## src/rtl/alu_pkg.sv

```systemverilog
// ---------------------------------------------------------------------------
// alu_pkg
// Shared definitions for the ALU operation sequencer:
//   - 4-bit opcode constants OP_ADD .. OP_SWP
//   - bit positions of the {Y,B,A} destination mask
//   - width of one buffered instruction ({dst, op})
//   - FSM state encoding for the issue sequencer
// ---------------------------------------------------------------------------
package alu_pkg;

  localparam logic [3:0] OP_ADD  = 4'd0;
  localparam logic [3:0] OP_SUB  = 4'd1;
  localparam logic [3:0] OP_SHL  = 4'd2;
  localparam logic [3:0] OP_SHR  = 4'd3;
  localparam logic [3:0] OP_CMP  = 4'd4;
  localparam logic [3:0] OP_AND  = 4'd5;
  localparam logic [3:0] OP_OR   = 4'd6;
  localparam logic [3:0] OP_XOR  = 4'd7;
  localparam logic [3:0] OP_NAND = 4'd8;
  localparam logic [3:0] OP_NOR  = 4'd9;
  localparam logic [3:0] OP_XNOR = 4'd10;
  localparam logic [3:0] OP_NOT  = 4'd11;
  localparam logic [3:0] OP_INV  = 4'd12;
  localparam logic [3:0] OP_NEG  = 4'd13;
  localparam logic [3:0] OP_STO  = 4'd14;
  localparam logic [3:0] OP_SWP  = 4'd15;

  // Destination mask bit positions, mask is packed as {Y,B,A}
  localparam int DST_A = 0;
  localparam int DST_B = 1;
  localparam int DST_Y = 2;

  // One buffered instruction is {dst[2:0], op[3:0]}
  localparam int INSTR_W = 7;

  typedef enum logic [1:0] {
    ST_IDLE  = 2'd0,
    ST_ISSUE = 2'd1,
    ST_SWP2  = 2'd2
  } seq_state_t;

endpackage

```

## src/rtl/alu_op_sequencer_sync_fifo.sv

```systemverilog
// ---------------------------------------------------------------------------
// sync_fifo
// Small synchronous FIFO with first-word fall-through read data.
// Ports:
//   clk, reset      - clock and synchronous active-high reset (empties FIFO)
//   i_push          - write i_pushData when not full
//   i_pushData      - entry to store
//   i_pop           - advance the read pointer when not empty
//   o_popData       - entry at the head of the FIFO (valid when !o_empty)
//   o_full, o_empty - occupancy flags, derived from the registered count
// ---------------------------------------------------------------------------
module sync_fifo #(
  parameter int WIDTH = 7,
  parameter int DEPTH = 4
) (
  input  logic             clk,
  input  logic             reset,
  input  logic             i_push,
  input  logic [WIDTH-1:0] i_pushData,
  input  logic             i_pop,
  output logic [WIDTH-1:0] o_popData,
  output logic             o_full,
  output logic             o_empty
);

  localparam int AW = (DEPTH > 1) ? $clog2(DEPTH) : 1;
  localparam logic [AW:0] DEPTH_CNT = (AW+1)'(DEPTH);

  logic [WIDTH-1:0] r_mem [DEPTH];
  logic [AW-1:0]    r_wrPtr;
  logic [AW-1:0]    r_rdPtr;
  logic [AW:0]      r_count;
  logic             w_doPush;
  logic             w_doPop;

  // Full is taken from the registered count only, so a pop in the same
  // cycle never opens a slot for that cycle's push.
  assign o_full    = (r_count == DEPTH_CNT);
  assign o_empty   = (r_count == '0);
  assign w_doPush  = i_push && !o_full;
  assign w_doPop   = i_pop && !o_empty;
  assign o_popData = r_mem[r_rdPtr];

  // Storage array; contents need no reset because the count gates reads.
  always_ff @(posedge clk) begin
    if (w_doPush) begin
      r_mem[r_wrPtr] <= i_pushData;
    end
  end

  // Pointers wrap naturally because the depth is a power of two.
  always_ff @(posedge clk) begin
    if (reset) begin
      r_wrPtr <= '0;
      r_rdPtr <= '0;
      r_count <= '0;
    end else begin
      if (w_doPush) begin
        r_wrPtr <= r_wrPtr + 1'b1;
      end
      if (w_doPop) begin
        r_rdPtr <= r_rdPtr + 1'b1;
      end
      case ({w_doPush, w_doPop})
        2'b10:   r_count <= r_count + 1'b1;
        2'b01:   r_count <= r_count - 1'b1;
        default: r_count <= r_count;
      endcase
    end
  end

endmodule

```

## src/rtl/alu_op_sequencer.sv

```systemverilog
// ---------------------------------------------------------------------------
// alu_op_sequencer
// Buffers ALU instructions and issues them, one per cycle, to the A/B/Y
// mux-register datapath. SWP is issued in two phases (A then B) and CMP
// always writes Y only.
// Ports:
//   clk, reset        - clock and synchronous active-high reset
//   instr_valid/ready - instruction handshake (ready = FIFO not full)
//   instr_op          - 4-bit opcode
//   instr_dst         - destination mask {Y,B,A}
//   stall             - blocks new issues while high
//   sel_A/B/Y         - registered mux selects
//   enable_A/B/Y      - registered write enables
//   busy              - FIFO non-empty or an instruction in flight
//   done              - one-cycle pulse per retired instruction
//   retired_count     - wrapping count of retired instructions
// ---------------------------------------------------------------------------
module alu_op_sequencer
  import alu_pkg::*;
#(
  parameter int FIFO_DEPTH = 4,
  parameter int CNT_W      = 8
) (
  input  logic             clk,
  input  logic             reset,
  input  logic             instr_valid,
  output logic             instr_ready,
  input  logic [3:0]       instr_op,
  input  logic [2:0]       instr_dst,
  input  logic             stall,
  output logic [3:0]       sel_A,
  output logic [3:0]       sel_B,
  output logic [3:0]       sel_Y,
  output logic             enable_A,
  output logic             enable_B,
  output logic             enable_Y,
  output logic             busy,
  output logic             done,
  output logic [CNT_W-1:0] retired_count
);

  seq_state_t       r_state;
  logic [3:0]       r_sel;
  logic [2:0]       r_en;
  logic             r_done;
  logic             r_isSwp;
  logic             r_swpEnB;
  logic [CNT_W-1:0] r_retired;

  seq_state_t       w_nextState;
  logic [3:0]       w_nextSel;
  logic [2:0]       w_nextEn;
  logic             w_nextDone;
  logic             w_nextIsSwp;
  logic             w_nextSwpEnB;
  logic             w_pop;
  logic             w_push;
  logic             w_fifoFull;
  logic             w_fifoEmpty;
  logic [INSTR_W-1:0] w_head;
  logic [3:0]       w_headOp;
  logic [2:0]       w_headDst;

  // Enables for the first (or only) issue cycle of an instruction.
  // CMP always targets Y; SWP writes only A in its first phase.
  function automatic logic [2:0] decodeEnables(input logic [3:0] op,
                                               input logic [2:0] dst);
    logic [2:0] en;
    en = dst;
    if (op == OP_CMP) begin
      en = 3'b000;
      en[DST_Y] = 1'b1;
    end else if (op == OP_SWP) begin
      en = 3'b000;
      en[DST_A] = dst[DST_A];
    end
    return en;
  endfunction

  assign w_push      = instr_valid && !w_fifoFull;
  assign instr_ready = !w_fifoFull;
  assign w_headOp    = w_head[3:0];
  assign w_headDst   = w_head[6:4];

  sync_fifo #(
    .WIDTH (INSTR_W),
    .DEPTH (FIFO_DEPTH)
  ) u_fifo (
    .clk        (clk),
    .reset      (reset),
    .i_push     (w_push),
    .i_pushData ({instr_dst, instr_op}),
    .i_pop      (w_pop),
    .o_popData  (w_head),
    .o_full     (w_fifoFull),
    .o_empty    (w_fifoEmpty)
  );

  // Next-state and next-output decode. The first phase of a SWP always
  // moves on to its second phase, even under stall; every other state is
  // a pop decision point where stall and FIFO occupancy decide whether a
  // new instruction issues. When nothing issues the selects hold.
  always_comb begin
    w_nextState  = r_state;
    w_nextSel    = r_sel;
    w_nextEn     = 3'b000;
    w_nextDone   = 1'b0;
    w_nextIsSwp  = r_isSwp;
    w_nextSwpEnB = r_swpEnB;
    w_pop        = 1'b0;

    if (r_state == ST_ISSUE && r_isSwp) begin
      w_nextState       = ST_SWP2;
      w_nextSel         = OP_SWP;
      w_nextEn[DST_B]   = r_swpEnB;
      w_nextDone        = 1'b1;
      w_nextIsSwp       = 1'b0;
    end else if (!w_fifoEmpty && !stall) begin
      w_pop        = 1'b1;
      w_nextState  = ST_ISSUE;
      w_nextSel    = w_headOp;
      w_nextEn     = decodeEnables(w_headOp, w_headDst);
      w_nextDone   = (w_headOp != OP_SWP);
      w_nextIsSwp  = (w_headOp == OP_SWP);
      w_nextSwpEnB = w_headDst[DST_B];
    end else begin
      w_nextState  = ST_IDLE;
    end
  end

  // State and output registers. The retired counter advances together
  // with the registered done pulse so both become visible in the same cycle.
  always_ff @(posedge clk) begin
    if (reset) begin
      r_state   <= ST_IDLE;
      r_sel     <= 4'd0;
      r_en      <= 3'b000;
      r_done    <= 1'b0;
      r_isSwp   <= 1'b0;
      r_swpEnB  <= 1'b0;
      r_retired <= '0;
    end else begin
      r_state   <= w_nextState;
      r_sel     <= w_nextSel;
      r_en      <= w_nextEn;
      r_done    <= w_nextDone;
      r_isSwp   <= w_nextIsSwp;
      r_swpEnB  <= w_nextSwpEnB;
      r_retired <= r_retired + CNT_W'(w_nextDone);
    end
  end

  assign sel_A         = r_sel;
  assign sel_B         = r_sel;
  assign sel_Y         = r_sel;
  assign enable_A      = r_en[DST_A];
  assign enable_B      = r_en[DST_B];
  assign enable_Y      = r_en[DST_Y];
  assign done          = r_done;
  assign retired_count = r_retired;
  assign busy          = !w_fifoEmpty || (r_state != ST_IDLE);

endmodule

```

## config.mk

```make
export PLATFORM = sky130hd
export DESIGN_NAME = alu_op_sequencer
export DESIGN_NICKNAME = d
export VERILOG_FILES = /design/src/rtl/alu_pkg.sv /design/src/rtl/alu_op_sequencer_sync_fifo.sv /design/src/rtl/alu_op_sequencer.sv
export SDC_FILE = /design/constraint.sdc
export NUM_CORES = 1
export LEC_CHECK = 0
export BUFFER_PORTS_ARGS = -buffer_cell sky130_fd_sc_hd__buf_2
export CORE_ASPECT_RATIO = 0.75
export CORE_MARGIN = 2
export CORE_UTILIZATION = 35
export CTS_CLUSTER_SIZE = 30
export DETAILED_ROUTE_END_ITERATION = 10
export HOLD_SLACK_MARGIN = 0.06
export PLACE_DENSITY_LB_ADDON = 0.2
export SYNTH_ARGS = -nofsm -noshare
export SYNTH_HDL_FRONTEND = slang
export SYNTH_SLANG_ARGS = --single-unit
```

## constraint.sdc

```tcl
create_clock -name clk -period 2.95 [get_ports clk]
set_input_delay 0.59 -clock clk [delete_from_list [all_inputs] [get_ports clk]]
set_output_delay 0.59 -clock clk [all_outputs]
set_load 0.01 [all_outputs]
```

**Word level (Yosys, flattened, before mapping)**

Memory sizes are Yosys's and may differ from the RTL's. A register that Yosys moved wholly into a read port is not among the register bits.
Index checks and enable logic that the tools add are counted.

- Add/subtract/negate cells: 5
- Equality and inequality tests: 7
- Muxes and demuxes: 17
- Bitwise operators: 2
- Reductions and logical operators: 17

Operators by type and width:

| kind | count |
|---|---|
| 8-bit by 1-bit adder with 8-bit output | 1 |
| 1-bit 2-to-1 mux | 8 |
| 2-bit 2-to-1 mux | 4 |
| 4-bit 2-to-1 mux | 2 |
| 3-bit 2-to-1 mux | 2 |
| 3-bit case mux with 2 select lines | 1 |
| 2-bit nonzero test | 3 |
| 1-bit logical AND | 5 |
| 2-bit by 1-bit adder with 2-bit output (second input constant) | 2 |
| 2-bit by 1-bit == test with 1-bit output (second input constant) | 2 |
| 4-bit by 3-bit == test with 1-bit output (second input constant) | 1 |
| 4-bit == test (second input constant) | 1 |
| 4-bit inequality test (second input constant) | 1 |
| 4-bit OR reduction | 1 |
| 3-bit by 1-bit adder with 3-bit output (second input constant) | 1 |
| 3-bit == test (second input constant) | 1 |
| 1-bit zero test | 3 |
| 3-bit zero test | 1 |
| 3-bit OR reduction | 1 |
| 3-bit by 1-bit subtractor with 3-bit output (second input constant) | 1 |
| 2-bit == test (second input constant) | 1 |
| 1-bit NOT | 2 |
| 2-bit AND reduction | 1 |
| 2-bit OR reduction | 1 |
| 1-bit logical OR | 1 |

- Register bits: 27
- RAM bits: 28
- Bits of input ports: 11
- Output and inout bits: 26
- Logic and storage cells: 62
- Memories: 1

Memory list:

| memory | words | bits a word | rd ports | clocked after memory_dff | write ports | line | RTL |
|---|---|---|---|---|---|---|---|
| u_fifo.r_mem | 4 | 7 | 1 | 1 | 1 | alu_op_sequencer_sync_fifo.sv:29 | `logic [WIDTH-1:0] r_mem [DEPTH];` |

**Logic depth before layout (Yosys ltp)**

- Depth in word-level cells: 8
- Depth in mapped cells: 10
- Mapped depth without buffers: 9

**Modules after synthesis**

A second synthesis with hierarchy kept.

- Cells, all modules: 188
- Area, all modules: 2378.5 µm²

By module, submodules not included:

| module | instances | cells each | area an instance (µm²) | sequential area each (µm²) |
|---|---|---|---|---|
| sync_fifo | 1 | 91 | 1492.7 | 1021.0 |
| alu_op_sequencer | 1 | 97 | 885.8 | 400.4 |

**Worst setup path before layout**

No wires, ideal clock.

- Kind: reg2reg
- From: register u_fifo.r_count[0]
- To: register u_fifo.r_count[2]
- Setup time: 71 ps
- Arrival time: 2212 ps
- Required time: 2879 ps
- Slack: 668 ps
- Cell stages (with the launch flop): 10
- Path buffers: 0
- Period minus slack after synthesis: 2282 ps
- Cell sequence: dfxtp_1 -> or3b_1 -> and2_1 -> inv_1 -> ha_1 -> inv_1 -> fa_1 -> xor2_1 -> or3_1 -> a21oi_1

- Elaborated cells between the ends (all ways): 16
- Classes of those cells: add/sub: 2; eq/ne: 3; mux: 3; reduce/logical: 8

RTL lines:

| element | line | RTL |
|---|---|---|
| from (decl) | alu_op_sequencer_sync_fifo.sv:32 | `logic [AW:0] r_count;` |
| from (signal assigned) | alu_op_sequencer_sync_fifo.sv:65 | `2'b10: r_count <= r_count + 1'b1;` |
| from (signal assigned) | alu_op_sequencer_sync_fifo.sv:66 | `2'b01: r_count <= r_count - 1'b1;` |
| from (signal assigned) | alu_op_sequencer_sync_fifo.sv:67 | `default: r_count <= r_count;` |
| 3-bit == test * | alu_op_sequencer_sync_fifo.sv:38 | `assign o_full = (r_count == DEPTH_CNT);` |
| 1-bit zero test * | n/a |  |
| via instr_ready | alu_op_sequencer.sv:27 | `output logic instr_ready,` |
| 1-bit logical AND | alu_op_sequencer.sv:80 | `assign w_push = instr_valid && !w_fifoFull;` |
| 1-bit logical AND * | alu_op_sequencer_sync_fifo.sv:40 | `assign w_doPush = i_push && !o_full;` |
| 2-bit by 1-bit == test with 1-bit output or 2-bit == test (tied branches) | alu_op_sequencer_sync_fifo.sv:64 | `case ({w_doPush, w_doPop})` |
| 3-bit case mux with 2 select lines or 2-bit nonzero test (tied branches) | n/a |  |

Mark *: on every way through the listed nets, which the timed path passes. The rest lies on a longest branch.
A chain may end at the register's enable or synchronous reset.

**Final worst setup path**

- From: register u_fifo.r_count[2]
- To: register u_fifo.r_count[2]

- Longest elaborated chain between the ends: 8
- Elaborated cells between the ends (all ways): 16
- Classes of those cells: add/sub: 2; eq/ne: 3; mux: 3; reduce/logical: 8

Ends and longest elaborated chain:

| element | line | RTL |
|---|---|---|
| 3-bit zero test | alu_op_sequencer_sync_fifo.sv:39 | `assign o_empty = (r_count == '0);` |
| 1-bit zero test | alu_op_sequencer_sync_fifo.sv:41, alu_op_sequencer.sv:118 |  |
| 1-bit logical AND | alu_op_sequencer.sv:118 | `end else if (!w_fifoEmpty && !stall) begin` |
| 1-bit 2-to-1 mux | alu_op_sequencer.sv:118 |  |
| 1-bit 2-to-1 mux | alu_op_sequencer.sv:112 | `if (r_state == ST_ISSUE && r_isSwp) begin` |
| 1-bit logical AND | alu_op_sequencer_sync_fifo.sv:41 | `assign w_doPop = i_pop && !o_empty;` |
| 2-bit by 1-bit == test with 1-bit output or 2-bit == test (tied branches) | alu_op_sequencer_sync_fifo.sv:64 |  |
| 3-bit case mux with 2 select lines or 2-bit nonzero test (tied branches) | n/a |  |

Several ways; a longest one is shown, not always the timed one.

==> impl_metrics.json <==
{
  "finClkSkew_ns": 0.00516,
  "hpwl_mm": 2.81,
  "syn_area_um2": 2310,
  "p_clk_share_pct": 34.1,
  "ant_nets": 0,
  "status": "complete, no violations",
  "synth_cell_type_count": 35,
  "place_ws_ns": 0.562,
  "dp_cells": 279,
  "p_leak_nw": 1.13,
  "cts.clk_slew.worst_paths_ns": 0.06,
  "synthArstFlopShare_pct": 0,
  "irDropWorstVdd_uv": 270,
  "critPathLaunch": "u_fifo.r_count[2]",
  "yosysWarnings": 0,
  "via_per_inst": 4.64,
  "nFillCells": 610,
  "place_congestion": 0.739,
  "avgSynthCellArea_um2": 13.4,
  "crit_end": "u_fifo.r_count[2]",
  "yosysTopAreaCell": "edfxtp_1",
  "fin_crit_sh_pct": 81.1,
  "initial_core_util_pct": 36.3,
  "swShare_pct": 27.5,
  "cp_num_buf_inv": 2,
  "synth_seq_cells": 57,
  "rsz0062_at_grt": "false",
  "fin_ws_ns": 0.558,
  "path_cells": "or3b_1 -> and2_1 -> inv_1 -> ha_1 -> inv_1 -> fa_1 -> xor2_1 -> or3_1 -> a21oi_1",
  "row_count": 25,
  "cp_num_cells": 9,
  "core_um2": 6350,
  "switchingPower_mw": 0.685,
  "fmaxAchievable_mhz": 418,
  "drtIter0Drc": 36,
  "areaGrowthSynthToFinish_pct": 19.4,
  "critPathTopFamily": "simple AND/OR/NAND/NOR gates",
  "tritoncts": "done",
  "post_drt_wl_per_cell_um": 13.3,
  "yosysSeqAreaShare_pct": 61.6,
  "drv_cap": 0,
  "numCtsBuffers": 9,
  "drive_gt1_share_pct": 27.6,
  "synthTopCellsByCount": "dfxtp_1 (29), edfxtp_1 (28), nor2_1 (17)",
  "synthDominantCellAreaShare_pct": 36.4,
  "synthCells": 172,
  "cts-root-buf": "clkbuf_8",
  "num_vias": 1370,
  "cts_max_level": 3,
  "end_kind": "flip-flop",
  "cts_resized": 0,
  "clock_sinks": 57,
  "p_per_area_nw_per_um2": 903,
  "numPortBuffers": 36,
  "reg2reg_to": "u_fifo.r_count[2]",
  "synth_top_flop_cell": "dfxtp_1",
  "die_height_um": 74.3,
  "drt_pass1_iterations": 4,
  "crit_arrival_ns": 2.65,
  "slowest_stage": "or3b_1",
  "slew_violations": 0,
  "fp.dieW_um": 97.8,
  "r2r.worst_path.cells": 9,
  "hold_viol": 0,
  "clock_latency_ns": 0.33,
  "critPathLaunchType": "flip-flop",
  "n_antenna_cell": 0,
  "internal_power_mw": 1.80,
  "power_frac_seq_pct": 42.3,
  "hp-class": "in2reg",
  "tns_ns": 0,
  "track_usage_pct": 12.1,
  "setup_viol": 0,
  "max_stage_delay_ns": 0.45,
  "grt_pass1_vias": 1278,
  "slew_headroom_pct": 70.9,
  "final_area_um2": 2760,
  "cp_max_fo": 6,
  "cts_buffer_depth": 2,
  "synth_area_leaders": "edfxtp_1 (36%), dfxtp_1 (25%), mux4_1 (4.6%)",
  "worst_slew_pin_slew_ns": 0.437,
  "grt_overflow": 0,
  "grt_first_pass_wirelength_mm": 6.35,
  "post_cts_buffers": 0,
  "post-synth-top-count-cell": "dfxtp_1",
  "cts_hold_buf": 0,
  "pwr-share-comb_pct": 23.6,
  "route.detailed.drc": 0,
  "dieArea_um2": 7260,
  "boundaryPins": 37,
  "worstPathRequired_ns": 3.21,
  "critPathKind": "reg2reg",
  "synth_fp_nets": 191,
  "layoutNonFillerInstCount": 295,
  "synth-edff-count": 28,
  "ff2ff_setup_slack_ns": 0.56,
  "totalWireLength_mm": 3.93,
  "dpl_cell_area_um2": 2520,
  "cp_common_cell": "inv_1",
  "antenna_found_initial": 0,
  "fin_crit_ns": 2.39,
  "reg2reg_from": "u_fifo.r_count[2]",
  "nets": 228,
  "grt_max_degree": 26
}
## flip-flops by register name (all words and copies together), names as in the netlist, named ones only
| register | count |
|---|---|
| u_fifo.r_mem | 28 |
| retired_count | 8 |
| sel_A | 4 |
| r_en | 3 |
| u_fifo.r_count | 3 |
| r_state | 2 |
| u_fifo.r_rdPtr | 2 |
| u_fifo.r_wrPtr | 2 |
| done | 1 |
| r_isSwp | 1 |
| r_swpEnB | 1 |
## stage by stage
stage	power (mW)	utilization [%]	hold WS (ns)
2_1_floorplan	1.52	-	0.461
3_3_place_gp	1.67	39.7	0.475
3_5_place_dp	1.67	39.7	0.483
4_1_cts	2.53	43.4	0.456
5_1_grt	2.64	43.4	0.449
6_report	2.49	43.4	0.473
## final cells by class
type,count,area (um2),area share [%]
multi-input cells,95,773,28.1
inverters,8,30.0,1.09
flip-flops and latches,57,1420,51.6
repair buffers,38,195,7.08
clock buffers,10,128,4.63
well taps,81,101,3.68
clock inverters,6,106,3.86
## worst register-to-register path: cells and delay by family (launching register included)
kind / cells / cell delay, ns
AO/OA/AOI/OAI: 1 / 0.14
XOR/XNOR: 1 / 0.16
adder cells (fa/ha/maj): 2 / 0.54
buffers and inverters: 2 / 0.14
flip-flops: 1 / 0.37
AND/OR/NAND/NOR: 3 / 0.98
## cells in the final DEF, fill, tap and decap left out, types with 3 or more instances in the layout
cell       instances
edfxtp_1          28
mux4_2             3
nor2_1            17
mux4_1             4
dfxtp_1           29
xor2_1             6
bufinv_16          3
inv_1              7
and3_1             6
a21oi_1            9
clkbuf_8           9
nand2_1            7
nand3_1            5
mux2i_1            5
ha_1               7
xnor2_1            5
buf_2             36
## power by group through the flow
stage	registers [mW]	logic, mW	clock network (mW)
final	1.05	0.586	0.848
after global placement	1.07	0.595	0
after CTS	1.06	0.596	0.872
after floorplan	1.05	0.469	0
after global routing	1.07	0.651	0.912
after detailed placement	1.07	0.593	0
## kinds of logic (layout without fill, tap and decap cells)
group | Yosys count | count (layout) | share of synthesized area, %
DFF | 57 | 57 | 61.6
and+or+nand+nor | 50 | 50 | 11.4
buffers and inverters | 20 | 62 | 4.88
AOI/OAI and AO/OA | 14 | 14 | 3.58
muxes | 12 | 12 | 9.65
xor gates and xnor gates | 11 | 11 | 4.18
adders and majority gates | 8 | 8 | 4.66
## routing by layer
| metal | up-vias | track usage (%) | routed length, um |
|---|---|---|---|
| li1 | 677 | - | - |
| met1 | 650 | 16.3 | 2020 |
| met2 | 39 | 15.7 | 1640 |
| met3 | 4 | 7.24 | 236 |
| met4 | 0 | 4.63 | 38 |
| met5 | - | 0 | 0 |
## worst min path at each step
stage	cells after the start	endpoint	slack (ns)	startpoint
2_1_floorplan	2	r_swpEnB	0.46	r_swpEnB
3_3_place_gp	2	r_swpEnB	0.47	r_swpEnB
3_5_place_dp	2	r_swpEnB	0.48	r_swpEnB
4_1_cts	1	u_fifo.r_mem[0][6]	0.46	instr_dst[2]
5_1_grt	1	u_fifo.r_mem[0][5]	0.45	instr_dst[1]
6_report	1	u_fifo.r_mem[3][6]	0.47	instr_dst[2]
No activity file was read; power rests on OpenSTA's default activity.
